$ cat src/rtl/ysyx_2022040010_div.sv
// Multi-cycle radix-2 restoring divider for the RV64M EX stage.
// Handles DIV/DIVU/REM/REMU and the W forms. Special cases (divide by zero,
// signed overflow) finish one cycle after issue; the rest iterate one
// quotient bit per cycle. The stall request holds the pipeline until done.
module ysyx_2022040010_div #(
    parameter int XLEN  = 64,
    parameter int CNT_W = 7
) (
    input  logic            clk,
    input  logic            rst_n,
    input  logic            div_valid_i,
    input  logic [2:0]      div_op_i,
    input  logic [XLEN-1:0] src1_i,
    input  logic [XLEN-1:0] src2_i,
    input  logic            flush_i,
    input  logic            ex_hold_i,
    output logic            stallreq_for_ex,
    output logic            done_o,
    output logic [XLEN-1:0] result_o
);

    typedef enum logic [1:0] {
        IDLE = 2'd0,
        CALC = 2'd1,
        DONE = 2'd2
    } state_t;

    state_t            state_r, state_nx_s;
    logic [CNT_W-1:0]  cnt_r;
    logic [XLEN-1:0]   rem_r;
    logic [XLEN-1:0]   quot_r;
    logic [XLEN-1:0]   dvs_r;
    logic              neg_q_r;
    logic              neg_r_r;
    logic              word_r;
    logic              rem_sel_r;

    // Operand preparation
    logic              word_s, rem_s, uns_s;
    logic [XLEN-1:0]   op1_s, op2_s, abs1_s, abs2_s;
    logic              sign1_s, sign2_s;
    logic              dvs_zero_s, ovf_s, special_s;
    logic [XLEN-1:0]   special_raw_s;

    // Iteration datapath
    logic [XLEN:0]     rem_sh_s, trial_s;
    logic              ge_s;
    logic [XLEN-1:0]   rem_nx_s, quot_nx_s, q_fin_s, r_fin_s, calc_res_s;

    // W-form results are truncated to 32 bits and sign-extended, unsigned forms included.
    function automatic logic [XLEN-1:0] word_fix(input logic [XLEN-1:0] val, input logic word);
        logic [XLEN-1:0] res;
        if (word) begin
            res = {{(XLEN-32){val[31]}}, val[31:0]};
        end else begin
            res = val;
        end
        return res;
    endfunction

    assign word_s = div_op_i[2];
    assign rem_s  = div_op_i[1];
    assign uns_s  = div_op_i[0];

    // Stall while a divide is outstanding; a flush or reset releases it immediately.
    assign stallreq_for_ex = div_valid_i & ~done_o & ~flush_i & rst_n;

    // Extend operands for the op width, take magnitudes and detect special cases.
    always_comb begin
        if (word_s) begin
            if (uns_s) begin
                op1_s = {{(XLEN-32){1'b0}}, src1_i[31:0]};
                op2_s = {{(XLEN-32){1'b0}}, src2_i[31:0]};
            end else begin
                op1_s = {{(XLEN-32){src1_i[31]}}, src1_i[31:0]};
                op2_s = {{(XLEN-32){src2_i[31]}}, src2_i[31:0]};
            end
        end else begin
            op1_s = src1_i;
            op2_s = src2_i;
        end
        sign1_s = ~uns_s & op1_s[XLEN-1];
        sign2_s = ~uns_s & op2_s[XLEN-1];
        abs1_s  = sign1_s ? (~op1_s + {{(XLEN-1){1'b0}}, 1'b1}) : op1_s;
        abs2_s  = sign2_s ? (~op2_s + {{(XLEN-1){1'b0}}, 1'b1}) : op2_s;
        dvs_zero_s = (op2_s == {XLEN{1'b0}});
        if (word_s) begin
            ovf_s = ~uns_s & (op1_s == {{(XLEN-31){1'b1}}, {31{1'b0}}}) & (op2_s == {XLEN{1'b1}});
        end else begin
            ovf_s = ~uns_s & (op1_s == {1'b1, {(XLEN-1){1'b0}}}) & (op2_s == {XLEN{1'b1}});
        end
        special_s = dvs_zero_s | ovf_s;
        if (dvs_zero_s) begin
            special_raw_s = rem_s ? op1_s : {XLEN{1'b1}};
        end else begin
            special_raw_s = rem_s ? {XLEN{1'b0}} : op1_s;
        end
    end

    // One restoring step plus sign fix-up and result selection for the final step.
    always_comb begin
        rem_sh_s  = {rem_r, quot_r[XLEN-1]};
        trial_s   = rem_sh_s - {1'b0, dvs_r};
        ge_s      = ~trial_s[XLEN];
        rem_nx_s  = ge_s ? trial_s[XLEN-1:0] : rem_sh_s[XLEN-1:0];
        quot_nx_s = {quot_r[XLEN-2:0], ge_s};
        q_fin_s   = neg_q_r ? (~quot_nx_s + {{(XLEN-1){1'b0}}, 1'b1}) : quot_nx_s;
        r_fin_s   = neg_r_r ? (~rem_nx_s + {{(XLEN-1){1'b0}}, 1'b1}) : rem_nx_s;
        calc_res_s = word_fix(rem_sel_r ? r_fin_s : q_fin_s, word_r);
    end

    // Next-state logic; flush wins over everything, including ex_hold_i.
    always_comb begin
        state_nx_s = state_r;
        case (state_r)
            IDLE: begin
                if (div_valid_i && !flush_i) begin
                    state_nx_s = special_s ? DONE : CALC;
                end else begin
                    state_nx_s = IDLE;
                end
            end
            CALC: begin
                if (flush_i) begin
                    state_nx_s = IDLE;
                end else if (cnt_r == CNT_W'(1)) begin
                    state_nx_s = DONE;
                end else begin
                    state_nx_s = CALC;
                end
            end
            DONE: begin
                if (flush_i) begin
                    state_nx_s = IDLE;
                end else if (ex_hold_i) begin
                    state_nx_s = DONE;
                end else begin
                    state_nx_s = IDLE;
                end
            end
            default: begin
                state_nx_s = IDLE;
            end
        endcase
    end

    // State register.
    always_ff @(posedge clk or negedge rst_n) begin
        if (!rst_n) begin
            state_r <= IDLE;
        end else begin
            state_r <= state_nx_s;
        end
    end

    // Operand capture, iteration registers and registered outputs.
    always_ff @(posedge clk or negedge rst_n) begin
        if (!rst_n) begin
            cnt_r     <= {CNT_W{1'b0}};
            rem_r     <= {XLEN{1'b0}};
            quot_r    <= {XLEN{1'b0}};
            dvs_r     <= {XLEN{1'b0}};
            neg_q_r   <= 1'b0;
            neg_r_r   <= 1'b0;
            word_r    <= 1'b0;
            rem_sel_r <= 1'b0;
            done_o    <= 1'b0;
            result_o  <= {XLEN{1'b0}};
        end else begin
            done_o <= (state_nx_s == DONE);
            case (state_r)
                IDLE: begin
                    if (div_valid_i && !flush_i) begin
                        word_r    <= word_s;
                        rem_sel_r <= rem_s;
                        neg_q_r   <= sign1_s ^ sign2_s;
                        neg_r_r   <= sign1_s;
                        if (special_s) begin
                            result_o <= word_fix(special_raw_s, word_s);
                        end else begin
                            rem_r <= {XLEN{1'b0}};
                            if (word_s) begin
                                // Dividend sits in the top half so its bits shift out first.
                                quot_r <= {abs1_s[31:0], {(XLEN-32){1'b0}}};
                                dvs_r  <= {{(XLEN-32){1'b0}}, abs2_s[31:0]};
                                cnt_r  <= CNT_W'(32);
                            end else begin
                                quot_r <= abs1_s;
                                dvs_r  <= abs2_s;
                                cnt_r  <= CNT_W'(XLEN);
                            end
                        end
                    end else begin
                        cnt_r <= cnt_r;
                    end
                end
                CALC: begin
                    if (!flush_i) begin
                        rem_r  <= rem_nx_s;
                        quot_r <= quot_nx_s;
                        cnt_r  <= cnt_r - CNT_W'(1);
                        if (cnt_r == CNT_W'(1)) begin
                            result_o <= calc_res_s;
                        end else begin
                            result_o <= result_o;
                        end
                    end else begin
                        cnt_r <= {CNT_W{1'b0}};
                    end
                end
                DONE: begin
                    cnt_r <= {CNT_W{1'b0}};
                end
                default: begin
                    cnt_r <= {CNT_W{1'b0}};
                end
            endcase
        end
    end

endmodule

$ cat config.mk
export PLATFORM = sky130hd
export DESIGN_NAME = ysyx_2022040010_div
export DESIGN_NICKNAME = d
export VERILOG_FILES = /design/src/rtl/ysyx_2022040010_div.sv
export SDC_FILE = /design/constraint.sdc
export NUM_CORES = 1
export LEC_CHECK = 0
export CORE_MARGIN = 10
export CORE_UTILIZATION = 40
export CTS_CLUSTER_DIAMETER = 120
export DETAILED_ROUTE_END_ITERATION = 8
export GPL_TIMING_DRIVEN = 0
export PLACE_DENSITY = 0.59
export SLEW_MARGIN = 20
export SYNTH_ARGS = -nofsm -noshare
export SYNTH_HDL_FRONTEND = slang
export SYNTH_SLANG_ARGS = --single-unit
$ cat constraint.sdc
create_clock -name clk -period 10.9 [get_ports clk]
set_input_delay 2.18 -clock clk [delete_from_list [all_inputs] [get_ports clk]]
set_output_delay 2.18 -clock clk [all_outputs]
set_load 0.02 [all_outputs]
# Word-level counts from Yosys, hierarchy flattened
# Cells that the tools add are included.
# totals
register_bits,270
latchBits,0
ramBits,0
rom_bits,0
out_inout_bits,66
n_memories,0
# classes
addsub,6
n_mul,0
n_div,0
magnitude_cmp,0
eq_ne,12
shifts,0
mux,43
bitwise,20
n_reduce_logical,10
# ops
op,count
64-bit 2-to-1 mux,27
64-bit one-hot mux with 2 select lines,3
64-bit by 1-bit adder with 64-bit output (second input constant),4
64-bit NOT,4
64-bit == test (second input constant),3
65-bit by 64-bit subtractor with 65-bit output,1
64-bit zero test,1
7-bit 2-to-1 mux,4
7-bit one-hot mux with 2 select lines,1
2-bit 2-to-1 mux,6
2-bit inequality test (second input constant),5
1-bit AND,9
7-bit by 1-bit == test with 1-bit output (second input constant),1
7-bit by 1-bit subtractor with 7-bit output (second input constant),1
2-bit one-hot mux with 3 select lines,1
1-bit NOT,5
5-bit AND reduction,1
2-bit == test (second input constant),2
2-bit AND reduction,2
4-bit AND reduction,1
3-bit AND reduction,1
2-bit by 1-bit == test with 1-bit output (second input constant),1
2-bit zero test,1
2-bit nonzero test,1
5 further kinds,5

# Longest topological paths before layout
# logic_depth
depth_word,11
mapped_depth,32
ltp_nobuf,26

# Worst setup path before layout
# No wires, ideal clock.
# synth_path
path_kind,register to register
startpoint,register quot_r[63]
endpoint,register result_o[44]
setup_time_ns,0.077
arrival_time_ns,6.558
path_slack_ns,4.264
stages_incl_launch_ff,30
n_path_buf,5
period_less_slack_ns,6.636
path_cell_list,dfrtp_1 -> inv_1 -> ha_1 -> fa_1 -> nand2b_1 -> a211oi_4 -> o21ai_2 -> o21ai_2 -> a21oi_2 -> o311ai_4 -> nor2_2 -> inv_2 -> buf_2 -> buf_2 -> buf_1 -> buf_2 -> buf_1 -> nor2_1 -> a21oi_1 -> ha_1 -> nand3b_1 -> or3_1 -> nor3_1 -> o211ai_1 -> o31a_1 -> a2111oi_2 -> nand4b_1 -> o2111a_1 -> or4_1 -> a21oi_1
# synth_via
elab_chain_cells,10
# synth_lines
element,line_no,rtl
from (decl),31,logic [XLEN-1:0] quot_r;
from (signal assigned),161,quot_r <= {XLEN{1'b0}};
from (signal assigned),184,"quot_r <= {abs1_s[31:0], {(XLEN-32){1'b0}}};"
from (signal assigned),188,quot_r <= abs1_s;
65-bit by 64-bit subtractor with 65-bit output,103,"trial_s = rem_sh_s - {1'b0, dvs_r};"
64-bit 2-to-1 mux / 1-bit NOT (equally long branches),"105, 104",
64-bit NOT (on tied branches),"108, 107",
64-bit by 1-bit adder with 64-bit output (on tied branches),"108, 107",
64-bit 2-to-1 mux (on tied branches),"108, 107",
64-bit 2-to-1 mux *,109,"calc_res_s = word_fix(rem_sel_r ? r_fin_s : q_fin_s, word_r);"
64-bit 2-to-1 mux *,53,if (word) begin
64-bit 2-to-1 mux *,202,if (cnt_r == CNT_W'(1)) begin
64-bit 2-to-1 mux *,198,if (!flush_i) begin
64-bit one-hot mux with 2 select lines *,171,case (state_r)
to (signal assigned),179,"result_o <= word_fix(special_raw_s, word_s);"
to (signal assigned),203,result_o <= calc_res_s;
to (signal assigned),205,result_o <= result_o;
to (decl),19,output logic [XLEN-1:0] result_o
# Every way passes the cells marked *; elsewhere a longest branch is shown, timed or not. The select of a mux whose other input is x is not followed.
# A chain may end at the register's enable or synchronous reset.

# Worst setup path in the final report
# layout_path
startpoint,register dvs_r[0]
endpoint,register result_o[56]
# layout_via
elab_chain_cells,10
# layout_lines
element,line_no,rtl
from (decl),32,logic [XLEN-1:0] dvs_r;
from (signal assigned),162,dvs_r <= {XLEN{1'b0}};
from (signal assigned),185,"dvs_r <= {{(XLEN-32){1'b0}}, abs2_s[31:0]};"
from (signal assigned),189,dvs_r <= abs2_s;
65-bit by 64-bit subtractor with 65-bit output *,103,
64-bit 2-to-1 mux / 1-bit NOT (equally long branches),"105, 104",
64-bit NOT (on tied branches),"108, 107",
64-bit by 1-bit adder with 64-bit output (on tied branches),"108, 107",
64-bit 2-to-1 mux (on tied branches),"108, 107",
64-bit 2-to-1 mux *,109,
64-bit 2-to-1 mux *,53,
64-bit 2-to-1 mux *,202,
64-bit 2-to-1 mux *,198,
64-bit one-hot mux with 2 select lines *,171,
# Marked as above.

==> impl_results.md <==
- Status: finished, final reports clean
- R2r startpoint: dvs_r[0]$_DFFE_PN0P_
- Netlist cell types: 99
- Vias: 29183
- Die X: 271 um
- Dpl hpwl: 105000 um
- Data arrival time of the critical path: 10750 ps
- FP Rows: 91
- Most used cell, CP: buf_2
- Starting Density: 0.406
- Root buffer cell: clkbuf_16
- Vias/cell: 6.43
- Max Slew Vio Count: 0
- Top-count cell post-synth: a21oi_1
- CTS Hold Bufs: 0
- First-pass GRT wire length: 187000 um
- Post-Synth Adder-Cell Area: 0.0372
- Max Clock Freq: 0.0976 GHz
- I/O Pins: 202
- Clk_skew: 26.4 ps
- Final setup violation count: 0
- Synthesis Warnings: 0
- DP Area: 28300 sq um
- Resized cells post-CTS: 0
- Worst reg2reg endpoint: result_o[56]$_DFFE_PN0P_
- Hold_sp: dvs_r[45]$_DFFE_PN0P_
- Crit path required time: 11400 ps
- Final cell count without fillers: 4539
- Pwr dens: 358 nW/um^2
- GRT Util Overall: 0.338
- Util after Layout: 0.477
- Final Cycle Share: 0.940
- Post-route cell area: 29600 sq um
- DP Worst Slack: 1170 ps
- Syn Nets: 3651
- Number of flops mapped to enable cells by yosys: 0
- Max H-tree Level: 2
- CTS tree: yes
- Synthesized area: 25200 sq um
- Fin nets: 3884
- Final Hold Viols: 0
- Vias in the first global route: 26829
- Min Clock Period, post-route: 10250 ps
- WS Path Type: register to register
- CTS Buffer Depth: 3
- Register-to-register setup slack: 650 ps
- First-pass DRT Iterations: 6
- Iter 0 DRT Violations: 4176
- Largest net degree at the start of global routing: 77
- Post-synth ARST share: 1.00
- Worst IR drop on VDD: 0.000196 V
- RSZ-0062 raised after global routing: false
- CP max-delay cell: a2111oi_0
- WHS Endpoint: dvs_r[45]$_DFFE_PN0P_
- Worst Reg-to-Reg Cells: 29
- Slew Limit Headroom: 0.148
- Placed Cells: 4476
- LEAKAGE: 11.5 nW
- Post-synthesis xor/xnor area fraction: 0.0959
- Cts bufs inserted: 35
- Max-capacitance violation count: 0
- Die ar.: 73500 sq um
- GPL Wtd Cong: 1.04
- IO buf count: 192
- Setup TNS Final: 0 ps
- CTS Sinks: 270
- Post-synth top area share: 0.268
- Final wirelength: 130000 um
- CP startpoint kind: register
- Worst skew pair latency: 580 ps
- Yosys top cell by area: dfrtp_1
- Synthesized flop and latch total: 270
- Die Height: 271 um
- Synth top area cells: dfrtp_1 (27%), a21oi_1 (7.7%), o21ai_0 (6.7%), nor2_1 (5.5%), xnor2_1 (5.2%)
- Hold/Removal Path Class: register to register
- WL per Instance: 28.5 um
- Post-route DRC: 0
- Crit path largest cell delay: 930 ps
- Final worst setup slack: 651 ps
- Max FO, Critical Path: 10
- GRT overflow: 0
- Synth Instances: 3443
- Routed Antenna Nets: 0
- Post-synthesis mux area share: 0.0316
- Synth cell count leaders: a21oi_1 (388), nor2_1 (370), nand2_1 (340)
- Area of the core: 62100 sq um
- Initial antenna violation count: 2
- Crit. End Element: register
- Setup bufs post-CTS: 0
- Primary FF master, synth: dfrtp_1
- Worst-margin pin slew: 1260 ps
- Area share of and/or/nand/nor cells after synthesis: 0.231
- Largest family of logic cells by synthesized area: compound AO/OA/AOI/OAI gates
- Worst-path clk slew: 60 ps
- Syn_area_per_cell: 7.32 sq um
- P&R area growth vs syn: 17.3%
- Hold path depth: 2
- Post-synthesis sequential area ratio: 0.268
- Compound-cell area share of the yosys netlist: 0.283
- Share of post-route cells with drive strength above 1: 0.0484
==> worst max path at each step <==
stage                               end  cells after the start                    from  slack [ps]
5_1_grt        result_o[56]$_DFFE_PN0P_                     30  quot_r[63]$_DFFE_PN0P_         330
2_1_floorplan  result_o[44]$_DFFE_PN0P_                     29  quot_r[63]$_DFFE_PN0P_        4260
3_3_place_gp   result_o[26]$_DFFE_PN0P_                      1                   rst_n       -4760
4_1_cts        result_o[56]$_DFFE_PN0P_                     29    dvs_r[0]$_DFFE_PN0P_        1090
6_report       result_o[56]$_DFFE_PN0P_                     29    dvs_r[0]$_DFFE_PN0P_         650
3_5_place_dp   result_o[56]$_DFFE_PN0P_                     29    dvs_r[0]$_DFFE_PN0P_        1170
==> power by group <==
| part | internal [mW] | switching, mW |
|---|---|---|
| clock network | 0.799 | 0.509 |
| logic | 2.39 | 4.94 |
| registers | 1.39 | 0.581 |
==> registers in the layout (all words and copies together), names as in the netlist <==
register	count
quot_r	64
state_r	2
cnt_r	7
neg_r_r	1
rem_r	64
word_r	1
rem_sel_r	1
done_o	1
dvs_r	64
result_o	64
neg_q_r	1
==> cells by family (layout without fill, tap and decap cells) <==
group / count (synthesis) / after routing
and+or+nand+nor: 1227 / 1227
other: 0 / 1
AOI/OAI and AO/OA: 1176 / 1176
muxes: 77 / 77
DFF: 270 / 270
xor gates and xnor gates: 276 / 276
adders and majority gates: 75 / 75
buffers and inverters: 342 / 600
==> cell type report <==
type | count | area (sq um)
Buffer | 230 | 942
Tap cell | 837 | 1050
Timing Repair Buffer | 196 | 2010
Clock buffer | 46 | 1010
Multi-Input combinational cell | 2831 | 17100
Fill cell | 6437 | 32500
Antenna cell | 1 | 2.50
Sequential cell | 270 | 6760
Clock inverter | 16 | 268
Inverter | 112 | 420
==> worst max-delay path: cells and delay by family, from the launching register on <==
kind            cells  cell delay [ps]
compound gates     12             4280
xor+xnor            1              130
fa+ha+maj           3              980
buf+inv             6             2730
flops               1              470
simple gates        7             1510
==> per-layer routing <==
metal  vias up  global-route usage  part of all wire
met5         -                   0           0.00013
met4         2               0.103             0.033
met3       231               0.130              0.14
met2      1823               0.476              0.41
met1     14122               0.465              0.42
li1      13005                   -                 -
==> stage by stage <==
step	power (mW)	hold slack [ps]
floorplan	6.29	449
global placement	8.96	462
detailed placement	8.96	471
CTS	10.3	480
global route	11.1	514
finish	10.6	477
==> layout by cell type, fill, tap and decap left out, drive strengths merged, types with 13 or more instances in the layout <==
master / n
nand2: 341
a211oi: 38
mux2i: 57
or4: 30
and2: 19
a31oi: 37
nor4: 49
nand3: 103
o21bai: 21
nor2: 371
nor3: 105
o41ai: 26
or3: 33
o21ai: 372
clkdlybuf4s50: 191
inv: 112
a221oi: 13
and3: 20
a21oi: 391
mux2: 20
nand4: 58
o21a: 22
a21o: 21
o31ai: 89
clkbuf: 210
xnor2: 151
nor2b: 14
o211ai: 34
ha: 71
xor2: 125
nand2b: 22
buf: 71
or2: 16
a211o: 14
dfrtp: 270
Power figures use the tool's default switching activity.
